<file path="src/rtl/cdc_hs_tx.sv">
// cdc_hs_tx: source end of a 4-phase req/ack handshake.
// It captures a word, holds it on o_data_out, raises o_req_out, and then walks the
// req/ack cycle. i_ack_in comes from the destination domain and is resynchronized here.
module cdc_hs_tx #(
    parameter int unsigned DATA_WIDTH  = 8,
    parameter int unsigned SYNC_STAGES = 2
) (
    input  logic                  i_clk,
    input  logic                  i_rst,
    input  logic [DATA_WIDTH-1:0] i_tx_data,
    input  logic                  i_tx_valid,
    output logic                  o_tx_ready,
    output logic [DATA_WIDTH-1:0] o_data_out,
    output logic                  o_req_out,
    input  logic                  i_ack_in,
    output logic                  o_done,
    output logic                  o_busy
);

    typedef enum logic [1:0] {
        ST_IDLE,
        ST_SETUP,
        ST_WAIT_ACK_HI,
        ST_WAIT_ACK_LO
    } state_t;

    state_t                  r_state;
    logic [SYNC_STAGES-1:0]  r_ack_sync;
    logic [DATA_WIDTH-1:0]   r_data;
    logic                    r_req;
    logic                    r_done;

    logic                    w_ack_sync;
    logic                    w_accept;

    assign w_ack_sync = r_ack_sync[SYNC_STAGES-1];

    // A stale-high ack blocks new words until the destination has released it.
    assign o_tx_ready = (r_state == ST_IDLE) && !w_ack_sync;
    assign w_accept   = i_tx_valid && o_tx_ready;

    assign o_data_out = r_data;
    assign o_req_out  = r_req;
    assign o_done     = r_done;
    assign o_busy     = (r_state != ST_IDLE);

    // Multi-flop synchronizer for the asynchronous acknowledge.
    always_ff @(posedge i_clk or posedge i_rst) begin
        if (i_rst) begin
            r_ack_sync <= '0;
        end else begin
            r_ack_sync <= {r_ack_sync[SYNC_STAGES-2:0], i_ack_in};
        end
    end

    // Handshake FSM with registered data, request and done outputs.
    always_ff @(posedge i_clk or posedge i_rst) begin
        if (i_rst) begin
            r_state <= ST_IDLE;
            r_data  <= '0;
            r_req   <= 1'b0;
            r_done  <= 1'b0;
        end else begin
            r_done <= 1'b0;
            case (r_state)
                ST_IDLE: begin
                    if (w_accept) begin
                        r_data  <= i_tx_data;
                        r_state <= ST_SETUP;
                    end
                end
                ST_SETUP: begin
                    // Data has been stable for one cycle before the request rises.
                    r_req   <= 1'b1;
                    r_state <= ST_WAIT_ACK_HI;
                end
                ST_WAIT_ACK_HI: begin
                    if (w_ack_sync) begin
                        r_req   <= 1'b0;
                        r_state <= ST_WAIT_ACK_LO;
                    end
                end
                ST_WAIT_ACK_LO: begin
                    // An ack that re-rises here just extends the wait; the request stays low.
                    if (!w_ack_sync) begin
                        r_done  <= 1'b1;
                        r_state <= ST_IDLE;
                    end
                end
                default: begin
                    r_state <= ST_IDLE;
                end
            endcase
        end
    end

endmodule
</file>
<file path="config.mk">
export PLATFORM = sky130hd
export DESIGN_NAME = cdc_hs_tx
export DESIGN_NICKNAME = d
export VERILOG_FILES = /design/src/rtl/cdc_hs_tx.sv
export SDC_FILE = /design/constraint.sdc
export NUM_CORES = 1
export LEC_CHECK = 0
export ABC_AREA = 1
export CAP_MARGIN = 25
export CORE_MARGIN = 1
export CORE_UTILIZATION = 48
export CTS_BUF_LIST = sky130_fd_sc_hd__clkbuf_4 sky130_fd_sc_hd__clkbuf_8
export DETAILED_ROUTE_END_ITERATION = 10
export GPL_ROUTABILITY_DRIVEN = 0
export GPL_TIMING_DRIVEN = 0
export PLACE_DENSITY = 0.86
export SLEW_MARGIN = 30
export SYNTH_ARGS = -nofsm -noshare
export SYNTH_HDL_FRONTEND = slang
export SYNTH_SLANG_ARGS = --single-unit
</file>
<file path="constraint.sdc">
create_clock -name i_clk -period 2.1 [get_ports i_clk]
set_input_delay 0.42 -clock i_clk [delete_from_list [all_inputs] [get_ports i_clk]]
set_output_delay 0.42 -clock i_clk [all_outputs]
set_load 0.01 [all_outputs]
</file>
==> results of run 1 <==
-- cell families (layout without fill, tap and decap cells) --
| kind of cell | after synthesis | after routing | synth area share (%) |
|---|---|---|---|
| simple gates | 40 | 40 | 28.2 |
| compound gates | 2 | 2 | 2.13 |
| fa+ha+maj | 5 | 5 | 9.67 |
| flops | 14 | 14 | 54.2 |
| buf+inv | 9 | 37 | 5.80 |
-- worst paths after layout --
kind,from,to,slack (ns),cells past startpoint
worst max-delay path,r_state[0]$_DFFE_PP0P_,o_busy,0.04,4
worst min-delay path,r_ack_sync[0]$_DFF_PP0_,r_ack_sync[1]$_DFF_PP0_,0.37,0
worst max register to register,r_state[0]$_DFFE_PP0P_,o_data_out[6]$_DFFE_PP0P_,0.65,8
worst min register to register,r_ack_sync[0]$_DFF_PP0_,r_ack_sync[1]$_DFF_PP0_,0.37,0
max in group asynchronous,i_rst,r_ack_sync[0]$_DFF_PP0_,1.27,2
min in group asynchronous,i_rst,o_req_out$_DFFE_PP0P_,0.48,2
-- critical path, cell delays in order (launching register included) --
cell and delay [ns]:
dfrtp_1 0.40, inv_1 0.11, ha_1 0.24, inv_2 0.09, clkdlybuf4s50_1 0.54
-- layout by cell type (no fill, tap or decap), types with 2 or more instances in the layout --
cell | Yosys | layout
inv_2 | 2 | 2
nand3_1 | 10 | 10
buf_4 | 1 | 4
nand2_1 | 25 | 25
dfrtp_1 | 14 | 14
inv_1 | 6 | 6
ha_1 | 5 | 5
clkbuf_4 | 0 | 3
clkdlybuf4s50_1 | 0 | 21
-- per-layer routing --
metal | up-vias | track usage (%) | wire length [um]
met3 | 2 | 3.47 | 52
met2 | 16 | 39.2 | 711
li1 | 271 | - | -
met4 | 0 | 10.3 | 8
met1 | 264 | 24.5 | 578
met5 | - | 0 | 0
-- sequential cells by signal, indices dropped and copies added (netlist names) --
signal and count:
r_ack_sync 2, o_done 1, r_state 2, o_data_out 8, o_req_out 1
-- report_power, final --
| group | leakage (nW) | internal [mW] | switching (mW) |
|---|---|---|---|
| registers | 0.171 | 0.374 | 0.0676 |
| logic | 0.300 | 0.318 | 0.292 |
| clock network | 0.0138 | 0.0663 | 0.0783 |
| total | 0.485 | 0.759 | 0.437 |
-- layout make-up --
cell class | instances | area (sq um)
Tap cell | 14 | 17.5
Inverter | 8 | 30.0
Sequential cell | 14 | 350
Timing Repair Buffer | 25 | 241
Clock buffer | 3 | 22.5
Multi-Input combinational cell | 47 | 259
Buffer | 1 | 7.51
Fill cell | 72 | 243
-- repair_timing --
| item | in CTS | in global routing |
|---|---|---|
| resized for setup | 1 | 0 |
| pin swaps | 1 | 0 |
| endpoints found under the setup margin | 1 | 1 |
| setup buffers | 1 | 2 |
==> results.py, run 1 <==
metrics = {
    "run_status": {
        "status": "completed",
    },
    "timing": {
        "max_freq_mhz": 484,
        "hold_ws_ns": 0.368,
        "relSlewSlack_pct": 65.2,
        "fin_ws_ns": 0.0355,
        "finalHoldViolCount": 0,
        "fin_worst_skew_ns": 0.00374,
        "setup_viol": 0,
        "fin_setup_tns_ns": 0,
        "worst_pin_slew_ns": 0.522,
        "period_minus_slack_ns": 2.06,
        "period_share_pct": 98.3,
        "finalMaxSlewViolations": 0,
    },
    "cells_and_area": {
        "fin_nets": 117,
        "drive_above_1_share_pct": 14.3,
        "post-route-util_pct": 79.3,
        "finalInstanceArea_sq_um": 928,
        "syn_to_final_growth_pct": 43.5,
        "antenna_cells": 0,
        "final_cells": 112,
    },
    "placement": {
        "io_buffers": 22,
        "dp_slack_ns": 0.0625,
        "dpl.hpwl_um": 954,
        "dpl.cell_count": 106,
        "placed_area_sq_um": 885,
    },
    "detailed_routing": {
        "vias_per_cell": 4.94,
        "ant_nets": 0,
        "firstDrtPassIters": 2,
        "vias": 553,
        "wire_per_inst_um": 12.1,
        "drc": 0,
        "drt-total-wl_um": 1350,
        "drt_first_iter_violations": 10,
    },
    "critical_path": {
        "critPathMaxFanout": 3,
        "worst_setup_path_start_kind": "flop",
        "end_kind": "output port",
        "crit_type": "flop to output port",
        "cp.required_ns": 1.68,
        "critPathArrivalTime_ns": 1.64,
    },
    "die": {
        "coreArea_sq_um": 1170,
        "pin_count": 24,
        "die_x_um": 38.7,
        "row_count": 12,
        "dieArea_sq_um": 1500,
        "dieHeight_um": 38.7,
        "start_util_pct": 55.2,
    },
    "cts": {
        "ctsLongestPathBuffers": 2,
        "holdBufCountCts": 0,
        "cts_tree": "yes",
        "h-tree-depth": 1,
        "path_clk_slew_ns": 0.07,
        "root_buffer": "clkbuf_4",
        "insertion_delay_ns": 0.27,
        "clkSinkCount": 14,
        "cts_buffers": 3,
    },
    "logic_synthesis": {
        "synth_area_sq_um": 647,
        "synth_edf_count": 0,
        "synth.area.top_cells": "dfrtp_1 (54%), nand2_1 (15%), ha_1 (9.7%)",
        "syn_area_per_cell_sq_um": 9.24,
        "synth_top_cell_area_share_pct": 54.2,
        "synth_cell_types": 14,
        "syn_inst": 70,
        "synthArstFlopShare_pct": 100,
        "synth_top_area_cell": "dfrtp_1",
        "syn_nets": 87,
        "yosysWarnings": 0,
        "synth_most_common_cell": "nand2_1",
        "ys_seq_area_share_pct": 54.2,
        "synth_ff_type": "dfrtp_1",
        "synthTopCellsByCount": "nand2_1 (25), dfrtp_1 (14), nand3_1 (10)",
        "ys_seq_elements": 14,
    },
    "grt": {
        "grt_remaining_overflow": 0,
        "grt_pass1_vias": 549,
        "grt_max_degree": 15,
        "grtUsageTotal_pct": 21.7,
        "grt_pass1_wl_um": 2190,
        "grt_antenna_before_repair": 0,
    },
    "pwr": {
        "powerDensity_nw_per_um2": 1290,
        "max-vdd-ir-drop_mv": 0.799,
        "p_total_mw": 1.20,
        "power_leakage_nw": 0.485,
    },
    "worst_hold_path": {
        "hold_class": "flop to flop",
    },
    "run": {
        "max_cap_viol_count": 0,
    },
}
Power figures use the tool's default switching activity.
==> run 2, diff against run 1 <==
- CTS_BUF_LIST: sky130_fd_sc_hd__clkbuf_4 sky130_fd_sc_hd__clkbuf_8 -> sky130_fd_sc_hd__clkbuf_8
==> run 2 against run 1 <==
Effect of this change: setup slack better by 0.041 ns; clock skew hardly changed; register-to-register slack about the same; power rose by 2.8%; sequential power is essentially flat; clock-buffer cell count is the same; via count shrank 3.1%; maximum frequency grew 2.0%; die area stayed put; non-clock buffer count is 2 lower; core utilization up 0.32 points; critical endpoint unchanged; largest power group unchanged; highest routed layer unchanged.
==> results.py, run 2 (synthesis gave the netlist of run 1 again) <==
metrics = {
    "run_status": {
        "status": "completed",
    },
    "cts": {
        "root_buffer": "clkbuf_8",
        "cts_tree": "yes",
        "h-tree-depth": 1,
        "ctsLongestPathBuffers": 2,
        "clkSinkCount": 14,
        "path_clk_slew_ns": 0.05,
        "insertion_delay_ns": 0.24,
        "holdBufCountCts": 0,
        "cts_buffers": 3,
    },
    "timing": {
        "rsz0062_at_grt": "no",
        "setup_viol": 0,
        "max_freq_mhz": 494,
        "period_share_pct": 96.3,
        "worst_pin_slew_ns": 0.519,
        "fin_worst_skew_ns": 0.00339,
        "fin_setup_tns_ns": 0,
        "finalMaxSlewViolations": 0,
        "period_minus_slack_ns": 2.02,
        "relSlewSlack_pct": 65.4,
        "finalHoldViolCount": 0,
    },
    "placement": {
        "dpl.hpwl_um": 954,
        "io_buffers": 22,
    },
    "die": {
        "coreArea_sq_um": 1170,
        "dieArea_sq_um": 1500,
        "dieHeight_um": 38.7,
        "die_x_um": 38.7,
        "pin_count": 24,
        "row_count": 12,
        "start_util_pct": 55.2,
    },
    "pwr": {
        "power_leakage_nw": 0.483,
        "p_seq_share_pct": 36.1,
        "powerDensity_nw_per_um2": 1320,
        "p_sw_mw": 0.431,
        "p_clk_share_pct": 17.1,
        "max-vdd-ir-drop_mv": 0.805,
        "p_sw_share_pct": 35.1,
        "p_int_mw": 0.798,
        "p_total_mw": 1.23,
        "comb_power_share_pct": 46.9,
    },
    "detailed_routing": {
        "drt-total-wl_um": 1280,
        "vias": 536,
        "vias_per_cell": 4.87,
        "drt_first_iter_violations": 14,
        "drc": 0,
        "ant_nets": 0,
        "firstDrtPassIters": 2,
        "wire_per_inst_um": 11.6,
    },
    "grt": {
        "grt_remaining_overflow": 0,
        "grt_antenna_before_repair": 0,
        "grt_max_degree": 15,
        "grt_pass1_wl_um": 2130,
        "grt_pass1_vias": 541,
        "grtUsageTotal_pct": 21.3,
    },
    "cells_and_area": {
        "largest_reg_flops": 8,
        "mostFrequentLayoutCell": "nand2_1",
        "antenna_cells": 0,
        "fin_nets": 115,
        "drive_above_1_share_pct": 12.5,
        "num-fill-cells": 72,
        "mostFrequentLayoutCells": "nand2_1 (25), clkdlybuf4s50_1 (21), dfrtp_1 (14)",
        "syn_to_final_growth_pct": 44.1,
    },
    "critical_path": {
        "r2r-end": "o_data_out[6]$_DFFE_PP0P_",
        "critPathMaxFanout": 4,
        "critPathArrivalTime_ns": 1.60,
        "rrSetupSlack_ns": 0.66,
        "crit-reg2reg-launch": "r_state[0]$_DFFE_PP0P_",
        "worst_setup_path_start_kind": "flop",
        "cp.required_ns": 1.68,
        "worstRegToRegCells": 8,
        "end_kind": "output port",
        "crit_type": "flop to output port",
    },
    "worst_hold_path": {
        "worstHoldStart": "r_ack_sync[0]$_DFF_PP0_",
        "hold_class": "flop to flop",
        "hold_depth": 0,
        "hold_path_end": "r_ack_sync[1]$_DFF_PP0_",
    },
    "run": {
        "max_cap_viol_count": 0,
    },
}
-- run 2: changes by cell type in the layout (fill, tap and decap cells not counted), sizes merged --
cell / change
buf: -2
-- run 2: critical path, stage by stage (launching register included) --
cell and delay, ns:
dfrtp_1 0.40, inv_1 0.10, ha_1 0.24, inv_2 0.09, clkdlybuf4s50_1 0.53
-- run 2: layout make-up --
type | instances | area (sq um) | area share (%)
Tap cell | 14 | 17.5 | 1.88
Buffer | 1 | 7.51 | 0.805
Timing Repair Buffer | 23 | 226 | 24.3
Clock buffer | 3 | 41.3 | 4.43
Inverter | 8 | 30.0 | 3.22
Multi-Input combinational cell | 47 | 259 | 27.8
Sequential cell | 14 | 350 | 37.6
-- run 2: power by group through the flow --
stage / logic (mW) / registers (mW) / clock network [mW]
final: 0.576 / 0.443 / 0.210
after global placement: 0.552 / 0.441 / 0
after floorplan: 0.259 / 0.478 / 0
after global routing: 0.647 / 0.452 / 0.227
after detailed placement: 0.569 / 0.446 / 0
after CTS: 0.580 / 0.444 / 0.213
-- run 2: timing repair --
item	4_1_cts	5_1_grt
endpoints found under the setup margin	1	0
resized for setup	1	0
buffers inserted	1	0
-- run 2: layer usage --
metal / part of all wire (%) / routed length (um) / GRT usage (%) / up-vias
li1: - / - / - / 266
met1: 44 / 570 / 24.6 / 256
met2: 51 / 657 / 37.5 / 12
met3: 3.3 / 42 / 3.47 / 2
met4: 0.86 / 11 / 10.3 / 0
met5: 0 / 0 / 0 / -
-- run 2: stage by stage --
stage          worst slack, ns  cell area [sq um]  std cells  utilization [%]  hold WS, ns
3_5_place_dp            0.0625                885        106             75.5        0.355
6_report                0.0768                932        110             79.6        0.360
4_1_cts                 0.0679                932        110             79.6        0.369
2_1_floorplan            0.723                647         70                -        0.309
3_3_place_gp            0.0975                885        106             75.5        0.334
5_1_grt                 0.0168                932        110             79.6        0.367
-- run 2: worst max path at each step --
stage | start | end | slack, ns | depth (start not counted)
detailed placement | r_state[0]$_DFFE_PP0P_ | o_tx_ready | 0.06 | 5
CTS | r_state[0]$_DFFE_PP0P_ | o_busy | 0.07 | 4
finish | r_state[0]$_DFFE_PP0P_ | o_busy | 0.08 | 4
floorplan | r_state[0]$_DFFE_PP0P_ | o_tx_ready | 0.72 | 4
global route | r_state[0]$_DFFE_PP0P_ | o_busy | 0.02 | 4
global placement | r_state[0]$_DFFE_PP0P_ | o_tx_ready | 0.1 | 5
